`config.mk`:
```
export PLATFORM = sky130hd
export DESIGN_NAME = seq_pattern_gen
export DESIGN_NICKNAME = d
export VERILOG_FILES = /design/src/rtl/seq_pattern_gen.sv
export SDC_FILE = /design/constraint.sdc
export NUM_CORES = 1
export LEC_CHECK = 0
export BUFFER_PORTS_ARGS = -buffer_cell sky130_fd_sc_hd__buf_4
export CORE_UTILIZATION = 35
export CTS_CLUSTER_SIZE = 25
export DETAILED_ROUTE_END_ITERATION = 10
export GPL_TIMING_DRIVEN = 1
export HOLD_SLACK_MARGIN = 0.15
export PLACE_DENSITY = 0.55
export SLEW_MARGIN = 25
export SYNTH_ARGS = -nofsm -noshare
export SYNTH_HDL_FRONTEND = slang
export SYNTH_SLANG_ARGS = --single-unit
```
`constraint.sdc`:
```
create_clock -name clk -period 2.3 [get_ports clk]
set_clock_uncertainty 0.1 [all_clocks]
set_input_delay 0.23 -clock clk [delete_from_list [all_inputs] [get_ports clk]]
set_output_delay 0.23 -clock clk [all_outputs]
set_load 0.1 [all_outputs]
```
`src/rtl/seq_pattern_gen.sv`:
```
// Serial pattern transmitter. It shifts PATTERN out MSB-first, repeat_cnt times,
// and can insert an optional one-cycle idle gap between repetitions.
//   state  | meaning
//   IDLE   | waiting for start; outputs at idle level
//   SEND   | one pattern bit per cycle on dout, dout_valid=1
//   GAP    | single idle bit between repetitions, busy held
//   DONE   | one-cycle done pulse, then back to IDLE
module seq_pattern_gen #(
    parameter int               PAT_W      = 4,
    parameter logic [PAT_W-1:0] PATTERN    = 4'b1101,
    parameter int               CNT_W      = 4,
    parameter logic             IDLE_LEVEL = 1'b0
) (
    input  logic             clk,
    input  logic             reset,
    input  logic             start,
    input  logic [CNT_W-1:0] repeat_cnt,
    input  logic             gap_en,
    output logic             dout,
    output logic             dout_valid,
    output logic             busy,
    output logic             done
);

    localparam int               IDX_W   = $clog2(PAT_W);
    localparam logic [IDX_W-1:0] IDX_MSB = IDX_W'(PAT_W - 1);

    typedef enum logic [1:0] {
        S_IDLE = 2'd0,
        S_SEND = 2'd1,
        S_GAP  = 2'd2,
        S_DONE = 2'd3
    } state_t;

    state_t           state_q, state_d;
    logic [IDX_W-1:0] idx_q, idx_d;
    logic [CNT_W-1:0] rep_q, rep_d;
    logic             gap_q, gap_d;
    logic             dout_d, valid_d, busy_d, done_d;

    always_ff @(posedge clk or posedge reset) begin
        if (reset) begin
            state_q    <= S_IDLE;
            idx_q      <= '0;
            rep_q      <= '0;
            gap_q      <= 1'b0;
            dout       <= IDLE_LEVEL;
            dout_valid <= 1'b0;
            busy       <= 1'b0;
            done       <= 1'b0;
        end else begin
            state_q    <= state_d;
            idx_q      <= idx_d;
            rep_q      <= rep_d;
            gap_q      <= gap_d;
            dout       <= dout_d;
            dout_valid <= valid_d;
            busy       <= busy_d;
            done       <= done_d;
        end
    end

    // Outputs are computed for the upcoming state and registered with it.
    // rep_q holds the repetitions still owed after the current one.
    always_comb begin
        state_d = state_q;
        idx_d   = idx_q;
        rep_d   = rep_q;
        gap_d   = gap_q;
        dout_d  = IDLE_LEVEL;
        valid_d = 1'b0;
        busy_d  = 1'b0;
        done_d  = 1'b0;
        case (state_q)
            S_IDLE: begin
                if (start) begin
                    gap_d = gap_en;
                    if (repeat_cnt != '0) begin
                        state_d = S_SEND;
                        idx_d   = IDX_MSB;
                        rep_d   = repeat_cnt - CNT_W'(1);
                        dout_d  = PATTERN[PAT_W-1];
                        valid_d = 1'b1;
                        busy_d  = 1'b1;
                    end else begin
                        state_d = S_DONE;
                        rep_d   = '0;
                        done_d  = 1'b1;
                    end
                end
            end
            S_SEND: begin
                if (idx_q != '0) begin
                    idx_d   = idx_q - IDX_W'(1);
                    dout_d  = PATTERN[idx_q - IDX_W'(1)];
                    valid_d = 1'b1;
                    busy_d  = 1'b1;
                end else if (rep_q == '0) begin
                    state_d = S_DONE;
                    done_d  = 1'b1;
                end else begin
                    rep_d  = rep_q - CNT_W'(1);
                    busy_d = 1'b1;
                    if (gap_q) begin
                        state_d = S_GAP;
                    end else begin
                        state_d = S_SEND;
                        idx_d   = IDX_MSB;
                        dout_d  = PATTERN[PAT_W-1];
                        valid_d = 1'b1;
                    end
                end
            end
            S_GAP: begin
                state_d = S_SEND;
                idx_d   = IDX_MSB;
                dout_d  = PATTERN[PAT_W-1];
                valid_d = 1'b1;
                busy_d  = 1'b1;
            end
            S_DONE: begin
                state_d = S_IDLE;
                idx_d   = '0;
                rep_d   = '0;
                gap_d   = 1'b0;
            end
            default: begin
                state_d = S_IDLE;
            end
        endcase
    end

endmodule

```
==> results.sh <==
export IMPL_drc=0
export IMPL_period_needed_ps=1810
export IMPL_cp_required_ps=2370
export IMPL_syn2layout_area_growth_pct=21.1
export IMPL_vias=691
export IMPL_io_pins=12
export IMPL_cts_buffers=3
export IMPL_ir_drop_v=0.000752
export IMPL_p_per_area_nw_per_um2=1420
export IMPL_finalSetupTns_ps=0
export IMPL_die_h_um=49.7
export IMPL_ys_seq_area_share_pct=40.9
export IMPL_yosysTopAreaCellShare_pct=40.9
export IMPL_io_buffers=11
export IMPL_clkLatencyLatePin_ps=280
export IMPL_synth_nets=98
export IMPL_timing_final_crit_share_pct=78.7
export IMPL_cts_root_buf="clkbuf_4"
export IMPL_ant_nets=0
export IMPL_leakage_nw=0.443
export IMPL_fin_nets=116
export IMPL_via_per_inst=5.32
export IMPL_r2r_cells=6
export IMPL_gp_congestion=0.774
export IMPL_clkTransAtPathRegs_ps=80
export IMPL_fillers=190
export IMPL_drv_cap=0
export IMPL_worst_slew_margin_rel_pct=66.3
export IMPL_cts_setup_buffers=0
export IMPL_cts_sinks=13
export IMPL_syn_area_per_cell_um2=9.25
export IMPL_grt_pass1_vias=642
export IMPL_grt_max_degree=14
export IMPL_track_usage_pct=15.5
export IMPL_hold_path_class="input pin to flip-flop"
export IMPL_hold_violations=0
export IMPL_antenna_found_initial=0
export IMPL_rsz0062_at_grt="no"
export IMPL_initial_core_util_pct=39.0
export IMPL_critPathMaxFanout=7
export IMPL_endpoint_kind="flip-flop"
export IMPL_syn_inst=86
export IMPL_hold_buffers=2
export IMPL_status="finished clean"
export IMPL_fp_dieW_um=49.7
export IMPL_max_clock_path_buffers=2
export IMPL_ys_seq_elements=13
export IMPL_critPathLaunchType="flip-flop"
export IMPL_total_power_mw=1.36
export IMPL_yosys_top_cells_area="dfrtp_1 (41%), ha_1 (6.3%), o21ai_0 (5.7%)"
export IMPL_setup_violations=0
export IMPL_drive_gt1_share_pct=20.4
export IMPL_wl_mm=1.64
export IMPL_hold_depth=3
export IMPL_maxSlewViolCount=0
export IMPL_dp_hpwl_mm=1.23
export IMPL_yosysWarnings=0
export IMPL_wl_per_cell_um=12.6
export IMPL_tightest_slew_ps=505
export IMPL_yosysTopAreaCell="dfrtp_1"
export IMPL_dr_first_iter_drc_count=20
export IMPL_synthDistinctLibCells=29
export IMPL_diodes=0
export IMPL_core_area_um2=2040
export IMPL_ctsHtreeMaxLevel=1
export IMPL_fp_dieArea_um2=2470
export IMPL_worstSetupPathType="flip-flop to flip-flop"
export IMPL_fmax_mhz=552
export IMPL_cts_resized=0
export IMPL_overflow=0
export IMPL_grt_pass1_wl_mm=2.94
export IMPL_netlist_area_um2=796
export IMPL_cts_tree="built"
export IMPL_cp_arrival_ps=1880
export IMPL_num_rows=16
export IMPL_dr_pass1_iters=4
-- flip-flops by register name (all words and copies together), names as in the netlist --
signal / flops
state_q: 2
idx_q: 2
dout: 1
rep_q: 4
dout_valid: 1
gap_q: 1
busy: 1
done: 1
-- through the flow --
stage	cell area [um2]	utilization (%)	hold slack, ps	instances	setup WS, ps
floorplan	796	-	6.96	86	620
global placement	917	44.9	190	124	552
detailed placement	917	44.9	195	124	515
CTS	963	47.2	158	130	497
global route	963	47.2	191	130	399
finish	963	47.2	165	130	490
-- cell families after synthesis --
| family | share of synthesized area (%) |
|---|---|
| AOI/OAI and AO/OA | 24.4 |
| and+or+nand+nor | 20.6 |
| DFF | 40.9 |
| buffers and inverters | 4.56 |
| adders and majority gates | 6.29 |
| muxes | 3.30 |
-- final cells by class --
class	instances	area [um2]	share of cell area, %
multi-input combinational	64	434	45.1
tap	27	33.8	3.51
clock buffer	4	26.3	2.73
timing repair buffer	15	118	12.2
inverter	7	26.3	2.73
sequential	13	325	33.8
-- power by group --
part           internal, mW  leakage, nW  switching, mW
Sequential            0.326        0.155         0.0905
Combinational         0.316        0.273          0.487
Clock                0.0673       0.0150         0.0777
Total                 0.709        0.443          0.655
-- cells in the final DEF (no fill, tap or decap), drive strengths merged --
master and count:
nand2b 2, inv 7, o311ai 1, buf 13, nor3 2, nor4 1
a211o 1, nor2 4, mux2 2, o22a 2, nand3b 1, o211ai 1
o32a 2, ha 4, dfrtp 13, nor3b 1, and3 1, a2bb2oi 2
o21ai 10, clkbuf 4, nand3 3, o21a 1, nand2 9, o22ai 1
o31ai 1, a22oi 1, a21oi 7, dlygate4sd3 2, nor2b 4
-- path summary, 6_finish.rpt --
path                                           start                endpoint  slack, ps
worst min register to register  rep_q[1]$_DFFE_PP0P_    rep_q[1]$_DFFE_PP0P_        440
worst max-delay path            idx_q[0]$_DFFE_PP0P_    idx_q[1]$_DFFE_PP0P_        490
max in group asynchronous                      reset  state_q[1]$_DFFE_PP0P_       1330
worst min-delay path                           start          done$_DFF_PP0_        160
worst max register to register  idx_q[0]$_DFFE_PP0P_    idx_q[1]$_DFFE_PP0P_        490
min in group asynchronous                      reset    dout_valid$_DFF_PP0_        430
-- layer usage --
| metal | vias up | share of wire, % | global-route usage (%) |
|---|---|---|---|
| li1 | 346 | - | - |
| met1 | 328 | 49 | 20.2 |
| met2 | 15 | 47 | 25.5 |
| met3 | 2 | 3.0 | 2.78 |
| met4 | 0 | 1.2 | 5.71 |
| met5 | - | 0 | 0 |
-- synthesized netlist by cell type --
library cell / count
dfrtp_1: 13
o32a_1: 2
nand3_1: 3
mux2_4: 1
nor2_1: 4
nor4_4: 1
buf_2: 2
nor2b_1: 4
a22oi_1: 1
o31ai_1: 1
inv_1: 7
nor3_1: 2
o311ai_0: 1
o21ai_1: 1
mux2_2: 1
nand3b_1: 1
o21a_1: 1
a21oi_1: 7
nand2_1: 9
o21ai_0: 9
and3_4: 1
o22ai_1: 1
ha_1: 4
nand2b_1: 2
nor3b_2: 1
a2bb2oi_1: 2
a211o_1: 1
o22a_1: 2
o211ai_1: 1
-- critical path, stage by stage (launching register included) --
cell     delay [ps]
dfrtp_1         380
inv_1           100
ha_1            280
nand2_1         110
a211o_1         300
and3_4          160
mux2_4          290
Note: power is estimated with default switching activity, not from simulation.
